$ cat config.mk
export PLATFORM = sky130hd
export DESIGN_NAME = ps2_receiver
export DESIGN_NICKNAME = d
export VERILOG_FILES = /design/src/rtl/ps2_receiver.sv
export SDC_FILE = /design/constraint.sdc
export NUM_CORES = 1
export LEC_CHECK = 0
export ABC_AREA = 1
export CORE_MARGIN = 3
export CORE_UTILIZATION = 53
export DETAILED_ROUTE_END_ITERATION = 10
export MAX_ROUTING_LAYER = met4
export PLACE_DENSITY = 0.82
export SLEW_MARGIN = 10
export SYNTH_ARGS = -nofsm -noshare
export SYNTH_HDL_FRONTEND = slang
export SYNTH_SLANG_ARGS = --single-unit
export TNS_END_PERCENT = 10
$ cat constraint.sdc
create_clock -name clock -period 1.7 [get_ports clock]
set_input_delay 0.34 -clock clock [delete_from_list [all_inputs] [get_ports clock]]
set_output_delay 0.34 -clock clock [all_outputs]
set_load 0.1 [all_outputs]
$ cat src/rtl/ps2_receiver.sv
// -----------------------------------------------------------------------------
// ps2_receiver
//
// Receives device-to-host PS/2 keyboard frames and decodes scan-code set 2
// into held-key levels for Left Arrow, Right Arrow and Space.
//
// Frame on the wire (sampled on falling ps2_clk edges):
//   start(0), d0..d7 (LSB first), odd parity, stop(1)
//
// Ports:
//   clock        in   system clock (VGA_CLK, 25 MHz)
//   reset        in   asynchronous, active-high reset
//   ps2_clk      in   raw PS/2 clock from the connector (asynchronous)
//   ps2_dat      in   raw PS/2 data from the connector (asynchronous)
//   scan_code    out  last good byte received
//   code_valid   out  one-cycle pulse when scan_code is updated
//   frame_error  out  one-cycle pulse on start/parity/stop/timeout error
//   key_left     out  high while Left Arrow (E0 6B) is held
//   key_right    out  high while Right Arrow (E0 74) is held
//   key_start    out  high while Space (29) is held
// -----------------------------------------------------------------------------
module ps2_receiver #(
    parameter int FILTER_LEN     = 8,
    parameter int TIMEOUT_CYCLES = 5000,
    parameter int CNT_W          = 13
) (
    input  logic       clock,
    input  logic       reset,
    input  logic       ps2_clk,
    input  logic       ps2_dat,
    output logic [7:0] scan_code,
    output logic       code_valid,
    output logic       frame_error,
    output logic       key_left,
    output logic       key_right,
    output logic       key_start
);

    typedef enum logic [1:0] {
        S_IDLE   = 2'd0,
        S_DATA   = 2'd1,
        S_PARITY = 2'd2,
        S_STOP   = 2'd3
    } state_t;

    localparam logic [CNT_W-1:0] TMO_LAST = CNT_W'(TIMEOUT_CYCLES - 1);

    localparam logic [7:0] CODE_BREAK = 8'hF0;
    localparam logic [7:0] CODE_EXT   = 8'hE0;
    localparam logic [7:0] CODE_LEFT  = 8'h6B;
    localparam logic [7:0] CODE_RIGHT = 8'h74;
    localparam logic [7:0] CODE_SPACE = 8'h29;

    // ---------------------------------------------------------------------
    // Input path registers
    // ---------------------------------------------------------------------
    logic [1:0]            clk_sync_q;
    logic [1:0]            dat_sync_q;
    logic [FILTER_LEN-1:0] filt_q;
    logic                  level_q;
    logic                  level_d;
    logic                  fall_q;
    logic                  fall_d;
    logic                  dat_bit;

    // ---------------------------------------------------------------------
    // Frame FSM registers
    // ---------------------------------------------------------------------
    state_t           state_q,  state_d;
    logic [2:0]       bitcnt_q, bitcnt_d;
    logic [7:0]       shreg_q,  shreg_d;
    logic             parity_q, parity_d;
    logic [CNT_W-1:0] tmo_q,    tmo_d;
    logic             good_d;
    logic             err_d;

    // ---------------------------------------------------------------------
    // Decoder and output registers
    // ---------------------------------------------------------------------
    logic       brk_q,        brk_d;
    logic       ext_q,        ext_d;
    logic [7:0] scan_code_q,  scan_code_d;
    logic       code_valid_q;
    logic       frame_error_q;
    logic       key_left_q,   key_left_d;
    logic       key_right_q,  key_right_d;
    logic       key_start_q,  key_start_d;

    assign dat_bit = dat_sync_q[1];

    // Filtered clock level: it only flips once the whole sample window agrees
    // on the opposite value, so short glitches never reach the FSM.
    always_comb begin
        level_d = level_q;
        if (&filt_q) begin
            level_d = 1'b1;
        end else if (~|filt_q) begin
            level_d = 1'b0;
        end else begin
            level_d = level_q;
        end
        fall_d = level_q & ~level_d;
    end

    // Synchronizers, glitch filter, filtered level and fall pulse.
    always_ff @(posedge clock or posedge reset) begin
        if (reset) begin
            clk_sync_q <= 2'b11;
            dat_sync_q <= 2'b11;
            filt_q     <= {FILTER_LEN{1'b1}};
            level_q    <= 1'b1;
            fall_q     <= 1'b0;
        end else begin
            clk_sync_q <= {clk_sync_q[0], ps2_clk};
            dat_sync_q <= {dat_sync_q[0], ps2_dat};
            filt_q     <= {filt_q[FILTER_LEN-2:0], clk_sync_q[1]};
            level_q    <= level_d;
            fall_q     <= fall_d;
        end
    end

    // Frame FSM next state, including the mid-frame timeout abort.
    always_comb begin
        state_d  = state_q;
        bitcnt_d = bitcnt_q;
        shreg_d  = shreg_q;
        parity_d = parity_q;
        tmo_d    = tmo_q;
        good_d   = 1'b0;
        err_d    = 1'b0;

        case (state_q)
            S_IDLE: begin
                tmo_d = {CNT_W{1'b0}};
                if (fall_q) begin
                    if (!dat_bit) begin
                        state_d  = S_DATA;
                        bitcnt_d = 3'd0;
                    end else begin
                        err_d = 1'b1;
                    end
                end else begin
                    state_d = S_IDLE;
                end
            end
            S_DATA: begin
                if (fall_q) begin
                    shreg_d  = {dat_bit, shreg_q[7:1]};
                    bitcnt_d = bitcnt_q + 3'd1;
                    if (bitcnt_q == 3'd7) begin
                        state_d = S_PARITY;
                    end else begin
                        state_d = S_DATA;
                    end
                end else begin
                    state_d = S_DATA;
                end
            end
            S_PARITY: begin
                if (fall_q) begin
                    parity_d = dat_bit;
                    state_d  = S_STOP;
                end else begin
                    state_d = S_PARITY;
                end
            end
            S_STOP: begin
                if (fall_q) begin
                    // Odd parity: data bits plus parity bit must XOR to 1.
                    if (dat_bit && ((^shreg_q) ^ parity_q)) begin
                        good_d = 1'b1;
                    end else begin
                        err_d = 1'b1;
                    end
                    state_d = S_IDLE;
                end else begin
                    state_d = S_STOP;
                end
            end
            default: begin
                state_d = S_IDLE;
            end
        endcase

        // Timeout runs in every non-idle state and restarts on each fall.
        if (state_q != S_IDLE) begin
            if (fall_q) begin
                tmo_d = {CNT_W{1'b0}};
            end else if (tmo_q == TMO_LAST) begin
                state_d  = S_IDLE;
                err_d    = 1'b1;
                tmo_d    = {CNT_W{1'b0}};
                bitcnt_d = 3'd0;
                shreg_d  = 8'h00;
            end else begin
                tmo_d = tmo_q + {{(CNT_W-1){1'b0}}, 1'b1};
            end
        end else begin
            tmo_d = {CNT_W{1'b0}};
        end
    end

    // Scan-code decoder: prefixes set flags, any other byte consumes them.
    always_comb begin
        brk_d       = brk_q;
        ext_d       = ext_q;
        scan_code_d = scan_code_q;
        key_left_d  = key_left_q;
        key_right_d = key_right_q;
        key_start_d = key_start_q;

        if (good_d) begin
            scan_code_d = shreg_q;
            case (shreg_q)
                CODE_BREAK: begin
                    brk_d = 1'b1;
                end
                CODE_EXT: begin
                    ext_d = 1'b1;
                end
                default: begin
                    if (ext_q && (shreg_q == CODE_LEFT)) begin
                        key_left_d = ~brk_q;
                    end else if (ext_q && (shreg_q == CODE_RIGHT)) begin
                        key_right_d = ~brk_q;
                    end else if (!ext_q && (shreg_q == CODE_SPACE)) begin
                        key_start_d = ~brk_q;
                    end else begin
                        key_left_d = key_left_q;
                    end
                    brk_d = 1'b0;
                    ext_d = 1'b0;
                end
            endcase
        end else begin
            scan_code_d = scan_code_q;
        end
    end

    // FSM state, decoder flags and registered outputs.
    always_ff @(posedge clock or posedge reset) begin
        if (reset) begin
            state_q       <= S_IDLE;
            bitcnt_q      <= 3'd0;
            shreg_q       <= 8'h00;
            parity_q      <= 1'b0;
            tmo_q         <= {CNT_W{1'b0}};
            brk_q         <= 1'b0;
            ext_q         <= 1'b0;
            scan_code_q   <= 8'h00;
            code_valid_q  <= 1'b0;
            frame_error_q <= 1'b0;
            key_left_q    <= 1'b0;
            key_right_q   <= 1'b0;
            key_start_q   <= 1'b0;
        end else begin
            state_q       <= state_d;
            bitcnt_q      <= bitcnt_d;
            shreg_q       <= shreg_d;
            parity_q      <= parity_d;
            tmo_q         <= tmo_d;
            brk_q         <= brk_d;
            ext_q         <= ext_d;
            scan_code_q   <= scan_code_d;
            code_valid_q  <= good_d;
            frame_error_q <= err_d;
            key_left_q    <= key_left_d;
            key_right_q   <= key_right_d;
            key_start_q   <= key_start_d;
        end
    end

    assign scan_code   = scan_code_q;
    assign code_valid  = code_valid_q;
    assign frame_error = frame_error_q;
    assign key_left    = key_left_q;
    assign key_right   = key_right_q;
    assign key_start   = key_start_q;

endmodule

==> results of run 1 <==
==> worst register-to-register path, stage by stage (launching register included) <==
cell and delay [ns]:
dfrtp_1 0.41, inv_2 0.09, ha_4 0.21, nand2_2 0.09
inv_2 0.04, nor2_2 0.07, nand2_1 0.08, nand2_1 0.08
nand2_1 0.07, nand3_2 0.09, nor2_4 0.05, buf_12 0.14
buf_12 0.12, buf_16 0.13, o21a_1 0.18
==> layout make-up <==
class | count | area share
Multi-Input combinational cell | 188 | 0.327
Inverter | 61 | 0.0645
Timing Repair Buffer | 42 | 0.161
Clock inverter | 2 | 0.00352
Tap cell | 67 | 0.0236
Sequential cell | 56 | 0.399
Clock buffer | 6 | 0.0204
==> worst min path at each step <==
stage	endpoint	slack [ns]	from
after floorplan	clk_sync_q[0]	0.34	ps2_clk
after global placement	dat_sync_q[1]	0.35	dat_sync_q[0]
after CTS	dat_sync_q[1]	0.36	dat_sync_q[0]
final	filt_q[6]	0.36	filt_q[5]
after global routing	dat_sync_q[1]	0.37	dat_sync_q[0]
after detailed placement	dat_sync_q[1]	0.35	dat_sync_q[0]
==> sequential cells by signal, indices dropped and copies added, names as in the netlist <==
signal and flops:
ext_q 1, scan_code 8, key_left 1, bitcnt_q 3, shreg_q 8, state_q 2
dat_sync_q 2, fall_q 1, frame_error 1, level_q 1, brk_q 1, parity_q 1
clk_sync_q 2, filt_q 8, key_right 1, code_valid 1, tmo_q 13, key_start 1
==> power groups by stage <==
stage	clock (µW)	sequential (µW)	combinational, µW
6_report	716	1370	47.9
5_1_grt	798	1370	55.5
4_1_cts	741	1370	49.7
3_5_place_dp	0	1390	49.8
3_3_place_gp	0	1390	48.3
2_1_floorplan	0	1390	27.1
==> per-layer routing <==
| layer | wire (µm) | track usage | share of wire |
|---|---|---|---|
| met1 | 2280 | 0.229 | 0.38 |
| met2 | 3160 | 0.368 | 0.53 |
| met3 | 266 | 0.0356 | 0.045 |
| met4 | 237 | 0.0874 | 0.040 |
| met5 | 0 | - | 0 |
==> cell usage after synthesis (all sizes together) <==
master	number	area share
o21ai	22	0.040
clkbuf	2	0.0027
ha	18	0.082
buf	2	0.0068
o211ai	2	0.0055
nor3	3	0.0073
a21oi	9	0.016
o21a	10	0.027
dfstp	13	0.12
o32ai	1	0.0032
o22ai	3	0.0068
nand3	10	0.020
a221oi	1	0.0032
and3	2	0.0045
inv	61	0.083
dfrtp	43	0.39
nor2	27	0.043
nand4	5	0.011
xor2	1	0.0032
xnor2	3	0.0096
a21o	1	0.0027
a22oi	1	0.0045
nand2	66	0.095
nor4	3	0.0068
==> cells by family after synthesis <==
| group | share of synthesized area |
|---|---|
| simple gates | 0.188 |
| flops | 0.515 |
| xor+xnor | 0.0127 |
| buf+inv | 0.0928 |
| compound gates | 0.110 |
| fa+ha+maj | 0.0819 |
==> through the flow <==
stage,setup TNS (ns),hold slack [ns],utilization,power [µW]
global route,-4.89,0.365,0.728,2220
CTS,-0.878,0.362,0.709,2160
detailed placement,-0.963,0.348,0.679,1440
floorplan,0,0.344,-,1420
global placement,-0.176,0.346,0.679,1440
finish,-3.05,0.356,0.728,2130
==> what timing repair did <==
| action | in CTS | in global routing |
|---|---|---|
| resized for setup | 7 | 14 |
| pin swaps | 1 | 3 |
| cloned | 1 | 1 |
| endpoints found under the setup margin | 13 | 31 |
| hold endpoints to repair | 0 | 0 |
| setup buffers | 1 | 3 |
==> impl_metrics.tcl, run 1 <==
set metrics [dict create \
    timing.final.crit_share 1.15 \
    fmax_mhz 511 \
    path_delay_family "simple AND/OR/NAND/NOR gates" \
    internal_power_uw 1660 \
    status "complete, but fails checks" \
    grt_max_degree 57 \
    post-route-min-period_ns 1.96 \
    multiInputGateArea_um2 1160 \
    cts_root_buf "clkbuf_8" \
    drtAntennaViolNets 0 \
    cts.sinks 56 \
    cts_tree "built" \
    clock_path_buffers 2 \
    drc_errors 0 \
    r2r_end "scan_code[3]" \
    io_pins 17 \
    rows 25 \
    final_cells 422 \
    areaGrowthSynthToFinish_pct 29.1 \
    mostFrequentLayoutCells "nand2_1, inv_1, dfrtp_1" \
    drt-initial-drc-count 127 \
    avgSynthCellArea_um2 8.90 \
    p_per_area_nw_per_um2 600 \
    globalplace.congestion 0.866 \
    yosysSeqAreaShare 0.515 \
    end_kind "flop" \
    pwr-share-comb 0.022 \
    setup_viol 14 \
    worstPathCellList "inv_2 -> ha_4 -> nand2_2 -> inv_2 -> nor2_2 -> nand2_1 -> nand2_1 -> nand2_1 -> nand3_2 -> nor2_4 -> buf_12 -> buf_12 -> buf_16 -> o21a_1" \
    vias 2215 \
    cp-startpoint "shreg_q[7]" \
    clk-insertion-delay-late_ns 0.32 \
    skew_ns 0.0144 \
    hold_depth 0 \
    violations "negative setup slack" \
    rsz0062_at_grt "yes" \
    clkTransAtPathRegs_ns 0.10 \
    cpMaxStageDelayCell "dfrtp_1" \
    ir_drop_uv 503 \
    synth.distinct_cells 32 \
    drv_cap 0 \
    fin_area_um2 3550 \
    reg2reg_depth 14 \
    layout_commonest_cell "nand2_1" \
    tightestPinTransition_ns 0.357 \
    worstPathMaxFanout 9 \
    fin_ws_ns -0.256 \
    coreArea_um2 4880 \
    p_switching_uw 470 \
    numPortBuffers 16 \
    syn_nets 331 \
    fillCellCount 350 \
    r2r_start "shreg_q[7]" \
    grt.overflow.total 0 \
    nets 376 \
    yosys_warnings 0 \
    max-slew-margin-rel 0.762 \
    postSynthCellCount 309 \
    critPathMostFrequentCell "nand2_1" \
    power.share.sequential 0.641 \
    viasPerCell 5.25 \
    syn_area_um2 2750 \
    swShare 0.220 \
    final-seq-area_um2 1420 \
    hpwl_um 3860 \
    grt_pass1_wl_um 9600 \
    die_w_um 78.1 \
    placed_cell_area_um2 3310 \
    startpoint_type "flop" \
    synth_seq_cells 56 \
    r2r_setup_slack_ns -0.26 \
    routed_wl_um 5950 \
    diodes 0 \
    final_layout_size_suffix_gt1_frac 0.259 \
    h-tree-depth 2 \
    critPathBufInv 5 \
    pre_cts_ws_ns -0.107 \
    dr.pass1.iters 4 \
    dieHeight_um 78.1 \
    hold_buffers 0 \
    grt_pass1_vias 2165 \
    post_drt_wl_per_cell_um 14.1 \
    cts_made_buffers 5 \
    crit_type "reg -> reg" \
    path_depth 14 \
    placed_cells 408 \
    start_util 0.564 \
    slew_violations 0 \
    critPathMaxStageDelay_ns 0.41 \
    hold_viol 0 \
    grt.total_usage 0.207 \
    die-area_um2 6090 \
    power_frac_clock 0.336 \
    required_ns 1.90 \
    hp-class "reg -> reg" \
    power_leakage_uw 0.00173 \
    worstPathArrival_ns 2.16 \
    endpoint "scan_code[3]" \
    antenna_found_initial 0 \
]
No activity file was read; power rests on OpenSTA's default activity.
==> inputs of run 2 (changes only) <==
--- a/config.mk
+++ b/config.mk
@@ -11,6 +11,7 @@
 export DETAILED_ROUTE_END_ITERATION = 10
 export MAX_ROUTING_LAYER = met4
 export PLACE_DENSITY = 0.82
+export RECOVER_POWER = 25
 export SLEW_MARGIN = 10
 export SYNTH_ARGS = -nofsm -noshare
 export SYNTH_HDL_FRONTEND = slang
==> run 2 against run 1 <==
The flow still finishes with violations (negative setup slack). Clock skew about the same. Critical path depth down 1. Die area is the same. Fmax is essentially flat. Wire length is essentially flat. Power fell by 0.39%. Worst hold slack improved by 0.0049 ns. Clock power about the same. Highest routed layer unchanged.
==> impl_metrics.tcl, run 2 (synthesized netlist as in run 1, its figures left out) <==
set metrics [dict create \
    status "complete, but fails checks" \
    violations "negative setup slack" \
    globalplace.congestion 0.866 \
    ir_drop_uv 499 \
    die_w_um 78.1 \
    h-tree-depth 2 \
    power.share.sequential 0.642 \
    clkTransAtPathRegs_ns 0.10 \
    end_kind "flop" \
    areaGrowthSynthToFinish_pct 28.6 \
    setup_viol 14 \
    grt.overflow.total 0 \
    hpwl_um 3860 \
    total_power_uw 2120 \
    r2r_end "key_left" \
    die-area_um2 6090 \
    largest_reg_flops 13 \
    swShare 0.221 \
    skew_ns 0.0145 \
    startpoint_type "flop" \
    io_pins 17 \
    required_ns 1.89 \
    rows 25 \
    slew_violations 0 \
    p_per_area_nw_per_um2 600 \
    power_leakage_uw 0.00172 \
    dieHeight_um 78.1 \
    cts_made_buffers 5 \
    p_switching_uw 470 \
    dr.pass1.iters 4 \
    nets 376 \
    mostFrequentLayoutCells "nand2_1, inv_1, dfrtp_1" \
    multiInputGateArea_um2 1160 \
    drt-initial-drc-count 129 \
    rsz0062_at_grt "yes" \
    r2r_start "shreg_q[7]" \
    largest_register "tmo_q" \
    grt_pass1_wl_um 9600 \
    tightestPinTransition_ns 0.747 \
    r2r_setup_slack_ns -0.26 \
    power_frac_clock 0.338 \
    drtAntennaViolNets 0 \
    clock_path_buffers 2 \
    start_util 0.564 \
    layout_commonest_cell "nand2_1" \
    fillCellCount 352 \
    antenna_found_initial 0 \
    final-seq-area_um2 1420 \
    endpoint "key_left" \
    max-slew-margin-rel 0.502 \
    cts_root_buf "clkbuf_8" \
    worstPathArrival_ns 2.15 \
    diodes 0 \
    vias 2213 \
    fmax_mhz 511 \
    clk-insertion-delay-late_ns 0.32 \
    hold_viol 0 \
    reg2reg_depth 13 \
    crit_type "reg -> reg" \
    post-route-min-period_ns 1.96 \
    hp-class "reg -> reg" \
    coreArea_um2 4880 \
    grt_pass1_vias 2165 \
    grt_max_degree 57 \
    hold_depth 0 \
    worstPathMaxFanout 8 \
    timing.final.crit_share 1.15 \
    routed_wl_um 5950 \
    internal_power_uw 1650 \
    numPortBuffers 16 \
    cts_tree "built" \
    grt.total_usage 0.207 \
    drv_cap 0 \
    final_layout_size_suffix_gt1_frac 0.237 \
    viasPerCell 5.24 \
    cts.sinks 56 \
    post_drt_wl_per_cell_um 14.1 \
    hold_slack_ns 0.361 \
    pwr-share-comb 0.020 \
    drc_errors 0 \
    cp-startpoint "shreg_q[7]" \
    fin_ws_ns -0.257 \
]
[run 2: cell types whose count changed in the layout (fill, tap and decap cells not counted), sizes merged]
cell	delta
clkinv	+1
clkbuf	+1
buf	-1
clkdlybuf4s50	-3
dlygate4sd3	+3
inv	-1
[run 2: area by class of cell]
type | instances | area share
Tap cell | 67 | 0.0237
Multi-Input combinational cell | 188 | 0.328
Clock buffer | 6 | 0.0205
Sequential cell | 56 | 0.401
Timing Repair Buffer | 42 | 0.158
Clock inverter | 2 | 0.00354
Inverter | 61 | 0.0647
[run 2: worst max-delay path: stages, from the launching register on]
cell and delay, ns:
dfrtp_1 0.41, inv_2 0.09, ha_4 0.21, nor2_1 0.14, nor2_2 0.06, nand2_1 0.09, nand2_1 0.07, nand2_1 0.08
nand3_2 0.09, nor2_4 0.14, buf_12 0.14, nand3_2 0.09, nand2_1 0.12, o21ai_1 0.10
[run 2: per-layer routing]
| metal | global-route usage | share of wire |
|---|---|---|
| met1 | 0.229 | 0.39 |
| met2 | 0.368 | 0.53 |
| met3 | 0.0356 | 0.044 |
| met4 | 0.0874 | 0.040 |
| met5 | - | 0 |
[run 2: power groups by stage]
stage	Clock [µW]	Combinational [µW]	Sequential, µW
floorplan	0	27.1	1390
global placement	0	48.3	1390
detailed placement	0	49.8	1390
CTS	741	49.7	1370
global route	798	49.6	1370
finish	717	42.1	1360
[run 2: worst min path at each step]
stage / startpoint / end
after detailed placement: dat_sync_q[0] / dat_sync_q[1]
after global routing: dat_sync_q[0] / dat_sync_q[1]
after CTS: dat_sync_q[0] / dat_sync_q[1]
after floorplan: ps2_clk / clk_sync_q[0]
after global placement: dat_sync_q[0] / dat_sync_q[1]
final: clk_sync_q[0] / clk_sync_q[1]
[run 2: through the flow]
stage / cell area (µm²) / setup TNS, ns / cells / util / setup slack, ns
floorplan: 2790 / 0 / 309 / - / 0.00657
global placement: 3310 / -0.176 / 408 / 0.679 / -0.0236
detailed placement: 3310 / -0.963 / 408 / 0.679 / -0.107
CTS: 3460 / -0.878 / 418 / 0.709 / -0.0804
global route: 3540 / -4.89 / 422 / 0.725 / -0.348
finish: 3540 / -3.04 / 422 / 0.725 / -0.257
[run 2: timing repair]
item / 4_1_cts / 5_1_grt
gates resized for setup: 7 / 14
buffers inserted: 1 / 3
hold buffers: 0 / 0
pin swaps: 1 / 3
endpoints found under the setup margin: 13 / 31
gates cloned: 1 / 1
